==> config.mk <==
export PLATFORM = sky130hd
export DESIGN_NAME = yari_mem_arbiter
export DESIGN_NICKNAME = d
export VERILOG_FILES = /design/src/rtl/yari_mem_arbiter.sv
export SDC_FILE = /design/constraint.sdc
export NUM_CORES = 1
export LEC_CHECK = 0
export CORE_AREA = 2 2 107 109
export DETAILED_ROUTE_END_ITERATION = 6
export DIE_AREA = 0 0 109 111
export PLACE_DENSITY = 0.68
export SLEW_MARGIN = 15
export SYNTH_ARGS = -nofsm -noshare
export SYNTH_HDL_FRONTEND = slang
export SYNTH_SLANG_ARGS = --single-unit
==> constraint.sdc <==
create_clock -name clock -period 7.3 [get_ports clock]
set_input_delay 1.46 -clock clock [delete_from_list [all_inputs] [get_ports clock]]
set_output_delay 1.46 -clock clock [all_outputs]
set_load 0.01 [all_outputs]
==> src/rtl/yari_mem_arbiter.sv <==
// Shares the external memory port between dmem (read/write) and imem (read-only).
// Optional performance counters are enabled by defining YARI_ARB_PERF_EN.
module yari_mem_arbiter #(
   parameter logic [1:0] ID_DC           = 2'd1,
   parameter logic [1:0] ID_IC           = 2'd2,
   parameter int         STARVE_LIMIT    = 16,
   parameter int         MAX_OUTSTANDING = 4
) (
   input  logic        clock,
   input  logic        rst_n,

   output logic        dmem_waitrequest,
   input  logic [29:0] dmem_address,
   input  logic        dmem_read,
   input  logic        dmem_write,
   input  logic [31:0] dmem_writedata,
   input  logic [3:0]  dmem_writedatamask,
   output logic [31:0] dmem_readdata,
   output logic        dmem_readdatavalid,

   output logic        imem_waitrequest,
   input  logic [29:0] imem_address,
   input  logic        imem_read,
   output logic [31:0] imem_readdata,
   output logic        imem_readdatavalid,

   input  logic        mem_waitrequest,
   output logic [1:0]  mem_id,
   output logic [29:0] mem_address,
   output logic        mem_read,
   output logic        mem_write,
   output logic [31:0] mem_writedata,
   output logic [3:0]  mem_writedatamask,
   input  logic [31:0] mem_readdata,
   input  logic [1:0]  mem_readdataid
`ifdef YARI_ARB_PERF_EN
   ,
   output logic [31:0] perf_arb_imem_blocked,
   output logic [31:0] perf_arb_dmem_blocked,
   output logic [31:0] perf_arb_outstanding_full
`endif
);

   localparam logic [7:0] STARVE_MAX = 8'(STARVE_LIMIT);
   localparam logic [3:0] OUT_MAX    = 4'(MAX_OUTSTANDING);

   typedef enum logic [1:0] {
      ST_IDLE   = 2'd0,
      ST_LOCK_D = 2'd1,
      ST_LOCK_I = 2'd2
   } arb_state_e;

   arb_state_e  state_r;
   logic [7:0]  starve_cnt_r;
   logic [3:0]  d_out_r;
   logic [3:0]  i_out_r;

   logic        resp_d_s;
   logic        resp_i_s;
   logic [3:0]  d_out_eff_s;
   logic [3:0]  i_out_eff_s;
   logic        d_strobe_s;
   logic        d_eligible_s;
   logic        i_eligible_s;
   logic        owner_d_s;
   logic        owner_i_s;
   logic        d_acc_s;
   logic        d_rd_acc_s;
   logic        i_acc_s;

   // Saturating outstanding-read counter update; simultaneous inc/dec cancels.
   function automatic logic [3:0] out_next(input logic [3:0] cnt,
                                           input logic       inc,
                                           input logic       dec);
      logic [3:0] nxt;
      case ({inc, dec})
         2'b10:   nxt = cnt + 4'd1;
         2'b01:   nxt = (cnt == 4'd0) ? 4'd0 : cnt - 4'd1;
         default: nxt = cnt;
      endcase
      return nxt;
   endfunction

   assign resp_d_s   = (mem_readdataid == ID_DC);
   assign resp_i_s   = (mem_readdataid == ID_IC);
   assign d_strobe_s = dmem_read | dmem_write;

   // A response retiring in this cycle frees its slot immediately.
   assign d_out_eff_s = d_out_r - {3'd0, resp_d_s & (d_out_r != 4'd0)};
   assign i_out_eff_s = i_out_r - {3'd0, resp_i_s & (i_out_r != 4'd0)};

   assign d_eligible_s = (dmem_read & (d_out_eff_s < OUT_MAX)) | dmem_write;
   assign i_eligible_s = imem_read & (i_out_eff_s < OUT_MAX);

   // Owner selection: locks force the owner, otherwise dmem priority with starvation override.
   always_comb begin
      owner_d_s = 1'b0;
      owner_i_s = 1'b0;
      case (state_r)
         ST_LOCK_D: owner_d_s = 1'b1;
         ST_LOCK_I: owner_i_s = 1'b1;
         ST_IDLE: begin
            if (i_eligible_s && ((starve_cnt_r == STARVE_MAX) || !d_eligible_s)) begin
               owner_i_s = 1'b1;
            end else if (d_eligible_s) begin
               owner_d_s = 1'b1;
            end else begin
               owner_d_s = 1'b0;
            end
         end
         default: begin
            owner_d_s = 1'b0;
            owner_i_s = 1'b0;
         end
      endcase
   end

   // Memory-side mux; everything is held quiet while reset is asserted.
   always_comb begin
      mem_read    = 1'b0;
      mem_write   = 1'b0;
      mem_address = imem_address;
      mem_id      = ID_IC;
      if (!rst_n) begin
         mem_read  = 1'b0;
         mem_write = 1'b0;
      end else if (owner_d_s) begin
         mem_read    = dmem_read & ~dmem_write;
         mem_write   = dmem_write;
         mem_address = dmem_address;
         mem_id      = ID_DC;
      end else if (owner_i_s) begin
         mem_read    = imem_read;
         mem_address = imem_address;
         mem_id      = ID_IC;
      end else begin
         mem_id = ID_IC;
      end
   end

   assign mem_writedata     = dmem_writedata;
   assign mem_writedatamask = dmem_writedatamask;

   assign dmem_waitrequest = ~(rst_n & owner_d_s) | mem_waitrequest;
   assign imem_waitrequest = ~(rst_n & owner_i_s) | mem_waitrequest;

   assign dmem_readdata      = mem_readdata;
   assign imem_readdata      = mem_readdata;
   assign dmem_readdatavalid = rst_n & resp_d_s;
   assign imem_readdatavalid = rst_n & resp_i_s;

   assign d_acc_s    = rst_n & owner_d_s & d_strobe_s & ~mem_waitrequest;
   assign d_rd_acc_s = d_acc_s & dmem_read & ~dmem_write;
   assign i_acc_s    = rst_n & owner_i_s & imem_read & ~mem_waitrequest;

   // Grant FSM, starvation counter and outstanding-read counters.
   always_ff @(posedge clock or negedge rst_n) begin
      if (!rst_n) begin
         state_r      <= ST_IDLE;
         starve_cnt_r <= 8'd0;
         d_out_r      <= 4'd0;
         i_out_r      <= 4'd0;
      end else begin
         case (state_r)
            ST_IDLE: begin
               if (owner_d_s && d_strobe_s && mem_waitrequest) begin
                  state_r <= ST_LOCK_D;
               end else if (owner_i_s && imem_read && mem_waitrequest) begin
                  state_r <= ST_LOCK_I;
               end else begin
                  state_r <= ST_IDLE;
               end
            end
            ST_LOCK_D: state_r <= (d_strobe_s && mem_waitrequest) ? ST_LOCK_D : ST_IDLE;
            ST_LOCK_I: state_r <= (imem_read && mem_waitrequest) ? ST_LOCK_I : ST_IDLE;
            default:   state_r <= ST_IDLE;
         endcase

         if (imem_read && !i_acc_s) begin
            starve_cnt_r <= (starve_cnt_r == STARVE_MAX) ? starve_cnt_r : starve_cnt_r + 8'd1;
         end else begin
            starve_cnt_r <= 8'd0;
         end

         d_out_r <= out_next(d_out_r, d_rd_acc_s, resp_d_s);
         i_out_r <= out_next(i_out_r, i_acc_s, resp_i_s);
      end
   end

`ifdef YARI_ARB_PERF_EN
   // Free-running contention counters, wrapping at 2^32.
   always_ff @(posedge clock or negedge rst_n) begin
      if (!rst_n) begin
         perf_arb_imem_blocked     <= 32'd0;
         perf_arb_dmem_blocked     <= 32'd0;
         perf_arb_outstanding_full <= 32'd0;
      end else begin
         if (imem_read && !owner_i_s) begin
            perf_arb_imem_blocked <= perf_arb_imem_blocked + 32'd1;
         end else begin
            perf_arb_imem_blocked <= perf_arb_imem_blocked;
         end
         if (d_strobe_s && !owner_d_s) begin
            perf_arb_dmem_blocked <= perf_arb_dmem_blocked + 32'd1;
         end else begin
            perf_arb_dmem_blocked <= perf_arb_dmem_blocked;
         end
         if ((dmem_read && (d_out_r == OUT_MAX)) || (imem_read && (i_out_r == OUT_MAX))) begin
            perf_arb_outstanding_full <= perf_arb_outstanding_full + 32'd1;
         end else begin
            perf_arb_outstanding_full <= perf_arb_outstanding_full;
         end
      end
   end
`endif

endmodule

==> impl_results.md, run 1 <==
- Post-Route Setup TNS: 0 ns
- Synth Warn #: 0
- CP startpoint kind: input port
- TritonCTS clock tree: yes
- Num ports: 274
- Initial Util: 22.2%
- WS Path Type: in -> out
- GRT Util Overall: 13.3%
- Clock share of power: 21.5%
- CP required: 5.84 ns
- Post-Syn Instances: 280
- Flop-to-flop setup slack: 4.28 ns
- Gate power share: 49.8%
- Slew Limit Fails: 0
- Worst slew pin tran: 0.499 ns
- Cts hold-fix bufs: 0
- GRT overflow: 0
- Drt pass-1 iters: 4
- Area growth syn-to-layout: 21.5%
- GPL Wtd Cong: 0.767
- Seq pwr share: 28.7%
- Setup Buffers After CTS: 0
- # diodes: 0
- Critical Path, Cell by Cell: clkdlybuf4s50_1, nor4b_2, mux2i_1, a31oi_4, nand3b_4, mux2_1, clkdlybuf4s50_1
- Global-route wire length before repair: 11.9 mm
- Tmin final: 5.69 ns
- Final worst-path cycle share: 77.9%
- R2R depth: 11
- Htree depth: 1
- Largest net degree at the start of global routing: 33
- I/O Buffers: 105
- # clock sinks: 18
- Sequential fraction of the synthesis area: 18.3%
- Status: completed
- Vias in the first global route: 1849
- Worst hold-check path type: reg -> reg
- Layout cells sized above 1: 5.65%
- Syn_nets: 424
- #FFs+latches synth: 18
- PD cells: 192 nW/µm²
- # resized after CTS: 0
- Worst-path maximum fanout: 32
- Crit path max-delay family: buffers and inverters
- Clock Latency Late Sink: 0.25 ns
- Post-Syn Area per Cell: 8.77 µm²
- Layout Nets: 428
- Synthesized cell area: 2450 µm²
- CTS Buf Count: 3
- Routed WL per cell: 20.5 µm
- Relative slew slack: 66.7%
- Max Buffers Root-to-Sink: 2
- First DRT Iteration DRCs: 56
- RSZ-0062 raised after global routing: no
- Worst path slowest cell: clkdlybuf4s50_1
- DRT antenna net count: 0
- Die H: 111 µm
- Library cells used by synthesis: 41
- Initial antenna violation count: 0
- CP Depth: 7
- Internal: 361 µW
- Final Hold Vio Count: 0
- Crit path DAT: 4.23 ns
- Sw Pwr: 210 µW
- Root Buffer: clkbuf_16
- Fillcell total: 1177
- Crit path top cell by count: clkdlybuf4s50_1
- Net Sw Frac: 36.8%
- Setup-failing EPs final: 0
- Die X: 109 µm
- Full die area: 12100 µm²
- Worst vdd ir: 0.149 mV
- Vias per inst: 4.42
- # DRC: 0
- DP HPWL: 7.29 mm
- Hold Crit Depth: 3
- Clock Pin Slew Worst Setup and Hold Paths: 0.05 ns
- Core ar.: 11100 µm²
- Critical Path Max Stage Delay: 0.56 ns
- Multi-input logic area: 1170 µm²
- Final Power: 571 µW
- Vias post-DR: 1883
- Max-capacitance violation count: 0
- Clock skew: 0.00335 ns
- Fmax: 176 MHz
- Critical Path End Type: primary output
- FP Rows: 39
- Routed wire length: 8.72 mm
- Buffers and inverters on the worst path: 2
- Reg area: 450 µm²
- Leakage: 1.16 nW
==> placed cells by master, fill, tap and decap left out, types with 6 or more instances in the layout <==
cell             synthesis  layout
xnor2_1                  6       6
nor2b_1                  8       8
o21ai_0                  7       7
nand2_1                  9       9
mux2_1                  28      28
inv_1                   10      10
ha_1                     8       8
nor2_1                  17      17
dfrtp_1                 18      18
clkdlybuf4s50_1          0     105
==> worst min-delay path, stage by stage, from the launching register on <==
cell and delay (ns):
dfrtp_1 0.36, xnor2_1 0.08, nand2_1 0.06, nor2_1 0.04
==> cells by family (layout without fill, tap and decap cells) <==
kind of cell / after synthesis / after routing / share of synthesized area, %
xor gates and xnor gates: 6 / 6 / 2.14
AOI/OAI and AO/OA: 30 / 30 / 9.17
muxes: 35 / 35 / 15.9
adders and majority gates: 8 / 8 / 4.08
buffers and inverters: 117 / 120 / 34.1
DFF: 18 / 18 / 18.3
and+or+nand+nor: 66 / 66 / 16.3
==> cells in the mapped netlist, drive strengths merged <==
cell | instances | area (µm²)
a211oi | 2 | 20.0
a21boi | 2 | 18.8
a21o | 4 | 30.0
a21oi | 4 | 20.0
a22o | 2 | 17.5
a311oi | 1 | 8.76
a31oi | 3 | 33.8
and2 | 3 | 18.8
and3 | 4 | 25.0
buf | 103 | 785
clkbuf | 4 | 15.0
dfrtp | 18 | 450
ha | 8 | 100
inv | 10 | 37.5
mux2 | 32 | 360
mux2i | 3 | 30.0
nand2 | 9 | 33.8
nand2b | 5 | 31.3
nand3 | 5 | 25.0
nand3b | 1 | 20.0
nand4b | 4 | 35.0
nor2 | 17 | 63.8
nor2b | 8 | 50.1
nor3 | 2 | 10.0
nor3b | 3 | 22.5
nor4b | 3 | 47.5
o21ai | 7 | 35.0
o221ai | 1 | 8.76
o2bb2ai | 1 | 8.76
o311ai | 1 | 8.76
o31ai | 2 | 15.0
or3 | 1 | 6.26
or4b | 1 | 10.0
xnor2 | 6 | 52.6
==> cell type report <==
type | count | share of cell area [%]
well taps | 143 | 6.00
clock buffers | 4 | 2.98
multi-input cells | 145 | 39.2
inverters | 10 | 1.26
flip-flops and latches | 18 | 15.1
repair buffers | 106 | 35.5
==> registers in the layout (all words and copies together) (netlist names) <==
register	flops
i_out_r	4
d_out_r	4
state_r	2
starve_cnt_r	8
==> power groups by stage <==
stage          Clock [mW]  Sequential [mW]  Combinational (mW)
6_report            0.123            0.164               0.284
4_1_cts             0.125            0.163               0.287
5_1_grt             0.132            0.169               0.307
2_1_floorplan           0            0.149               0.222
3_5_place_dp            0            0.165               0.283
3_3_place_gp            0            0.162               0.276
==> layer usage <==
layer	wire (µm)	share of wire (%)	global-route usage, %	vias to the layer above
met5	0	0	0	-
met4	74	0.85	2.22	0
met3	1300	15	7.88	9
met2	3930	45	20.7	174
met1	3420	39	16.0	852
li1	-	-	-	848
==> through the flow <==
stage / utilization [%] / cells / instance area [µm²] / setup slack (ns) / hold slack (ns)
finish: 26.9 / 426 / 2980 / 1.61 / 0.570
global route: 26.9 / 426 / 2980 / 1.45 / 0.592
CTS: 26.9 / 426 / 2980 / 1.57 / 0.576
detailed placement: 26.1 / 422 / 2890 / 1.58 / 0.563
global placement: 26.1 / 422 / 2890 / 1.60 / 0.554
floorplan: - / 280 / 2450 / 2.96 / 0.520
==> path summary, 6_finish.rpt <==
check | from | to
setup / recovery | mem_readdataid[1] | mem_address[1]
hold / removal | starve_cnt_r[7]$_DFFE_PN0P_ | starve_cnt_r[7]$_DFFE_PN0P_
setup reg to reg | d_out_r[0]$_DFFE_PN0P_ | i_out_r[3]$_DFFE_PN0P_
hold reg to reg | starve_cnt_r[7]$_DFFE_PN0P_ | starve_cnt_r[7]$_DFFE_PN0P_
max in group asynchronous | rst_n | i_out_r[2]$_DFFE_PN0P_
min in group asynchronous | rst_n | d_out_r[3]$_DFFE_PN0P_
(Power assumes the default switching activity.)
==> inputs of run 2 (changes only) <==
- CORE_AREA: 2 2 107 109 -> 2 2 106 108
- DIE_AREA: 0 0 109 111 -> 0 0 108 110
- PLACE_DENSITY: 0.68 -> 0.69
- clock period: 7.3 -> 5.34 ns (I/O delays scaled with it)
==> run 2 against run 1 <==
- flip-flop and latch count unchanged
- critical path type unchanged
- largest power group unchanged
- clock power fell by 7%
- worst setup slack got worse by 1.2 ns
==> impl_results.md, run 2 (synthesis gave the netlist of run 1 again) <==
- Status: completed
- Core ar.: 10700 µm² (-3.4%)
- Worst slew pin tran: 0.498 ns (-0.00138 ns)
- Final worst-path cycle share: 92.1%
- Max reg flops: 8 (unchanged)
- # DRC: 0 (unchanged)
- Setup Buffers After CTS: 0 (unchanged)
- Global-route wire length before repair: 13.0 mm (+9.4%)
- Relative slew slack: 66.7% (about the same)
- TritonCTS clock tree: yes
- Post-Route Setup TNS: 0 ns (unchanged)
- Final Hold Vio Count: 0 (unchanged)
- Worst vdd ir: 0.118 mV (-21%)
- Worst-path maximum fanout: 32 (unchanged)
- Max-capacitance violation count: 0 (unchanged)
- Initial Util: 22.9% (+0.79 points)
- Largest net degree at the start of global routing: 33 (unchanged)
- First DRT Iteration DRCs: 136 (+140%)
- Vias in the first global route: 1916 (+3.6%)
- Layout cells sized above 1: 5.65% (unchanged)
- Vias per inst: 4.56 (+3.2%)
- Leakage: 1.14 nW (-1.3%)
- Max Buffers Root-to-Sink: 2 (unchanged)
- Fmax: 203 MHz
- Full die area: 11900 µm² (-1.8%)
- Slew Limit Fails: 0 (unchanged)
- # diodes: 0 (unchanged)
- WS Path Type: in -> out
- Vias post-DR: 1930 (+2.5%)
- Layout Nets: 428 (unchanged)
- Clock Latency Late Sink: 0.26 ns (about the same)
- Drt pass-1 iters: 4 (unchanged)
- Cts hold-fix bufs: 0 (unchanged)
- Clock skew: 0.00181 ns (-0.00154 ns)
- Hold_ws: 0.579 ns (+0.00918 ns)
- Post-route cell area: 2940 µm² (-1.3%)
- CP startpoint kind: input port
- Tmin final: 4.92 ns
- Top Registers: starve_cnt_r: 8 flops, d_out_r: 4 flops, i_out_r: 4 flops
- # resized after CTS: 0 (unchanged)
- GRT Util Overall: 15.4% (+2.1 points)
- FP Rows: 38 (-2.6%)
- Worst hold-check path type: reg -> reg
- Htree depth: 1 (unchanged)
- R2R depth: 10 (-1)
- Initial antenna violation count: 0 (unchanged)
- Routed wire length: 9.82 mm (+13%)
- Fillcell total: 1117 (-5.1%)
- GRT overflow: 0 (unchanged)
- Crit path DAT: 3.85 ns (-0.38 ns)
- Most frequent cells in the layout: 105 x clkdlybuf4s50_1, 28 x mux2_1, 18 x dfrtp_1, 17 x nor2_1, 10 x inv_1
- Clock Pin Slew Worst Setup and Hold Paths: 0.07 ns (+0.02 ns)
- Root Buffer: clkbuf_8
- Routed WL per cell: 23.2 µm (+13%)
- Num ports: 274 (unchanged)
- Area growth syn-to-layout: 19.9%
- Die X: 108 µm (-0.92%)
- Critical Path End Type: primary output
- Area of placed instances: 2890 µm² (-0.13%)
- PD cells: 248 nW/µm² (+29%)
- Setup-failing EPs final: 0 (unchanged)
- RSZ-0062 raised after global routing: no
- CTS Buf Count: 3 (unchanged)
- Final WS setup: 0.422 ns (-1.19 ns)
- CP required: 4.27 ns (-1.57 ns)
- # clock sinks: 18 (unchanged)
- I/O Buffers: 105 (unchanged)
- Largest register by flop count: starve_cnt_r
- Hold Crit Depth: 3 (unchanged)
- Dpl ws: 0.347 ns (-1.24 ns)
- GPL Wtd Cong: 0.778 (+1.4%)
- DP HPWL: 8.33 mm (+14%)
- Commonest non-fill, non-tap cell in the layout: clkdlybuf4s50_1
- Die H: 110 µm (-0.90%)
- DRT antenna net count: 0 (unchanged)
## run 2: cell types whose count changed in the layout (fill, tap and decap cells not counted)
cell,delta
clkbuf_16,-3
clkbuf_8,+3
## run 2: worst paths after layout
check                                            startpoint                           to  slack (ns)
worst max register to register       d_out_r[0]$_DFFE_PN0P_       d_out_r[3]$_DFFE_PN0P_        2.38
worst min register to register  starve_cnt_r[7]$_DFFE_PN0P_  starve_cnt_r[7]$_DFFE_PN0P_        0.58
max in group asynchronous                             rst_n       i_out_r[1]$_DFFE_PN0P_        3.78
worst max-delay path                      mem_readdataid[1]              mem_address[29]        0.42
min in group asynchronous                             rst_n         state_r[0]$_DFF_PN0_        1.34
worst min-delay path            starve_cnt_r[7]$_DFFE_PN0P_  starve_cnt_r[7]$_DFFE_PN0P_        0.58
## run 2: layout make-up
type                       count  area, µm²  share of cell area, %
multi-input combinational    145       1170                   39.7
timing repair buffer         106       1060                   36.0
sequential                    18        450                   15.3
tap                          140        175                   5.95
clock buffer                   4       55.1                   1.87
inverter                      10       37.5                   1.27
## run 2: report_power, final
| part | total [mW] | internal (mW) | switching, mW |
|---|---|---|---|
| combinational | 0.389 | 0.213 | 0.177 |
| clock | 0.115 | 0.0656 | 0.0493 |
| sequential | 0.225 | 0.167 | 0.0579 |
| total | 0.729 | 0.445 | 0.284 |
## run 2: through the flow
| step | utilization (%) | power [mW] | instances |
|---|---|---|---|
| floorplan | - | 0.508 | 280 |
| global placement | 27.0 | 0.604 | 419 |
| detailed placement | 27.0 | 0.615 | 419 |
| CTS | 27.5 | 0.733 | 423 |
| global route | 27.5 | 0.782 | 423 |
| finish | 27.5 | 0.729 | 423 |
## run 2: critical path, stage by stage
cell and delay [ns]:
clkdlybuf4s50_1 0.55, nor4b_2 0.28, mux2i_1 0.36, a31oi_4 0.17
nand3b_4 0.41, mux2_2 0.41, clkdlybuf4s50_1 0.56
## run 2: per-layer routing
| layer | vias to the layer above | wire (µm) | part of all wire, % | global-route usage (%) |
|---|---|---|---|---|
| met5 | - | 52 | 0.53 | 3.57 |
| met3 | 7 | 1550 | 16 | 10.3 |
| met2 | 180 | 4090 | 42 | 21.9 |
| met1 | 891 | 4080 | 42 | 19.6 |
| met4 | 2 | 40 | 0.41 | 1.47 |
| li1 | 850 | - | - | - |
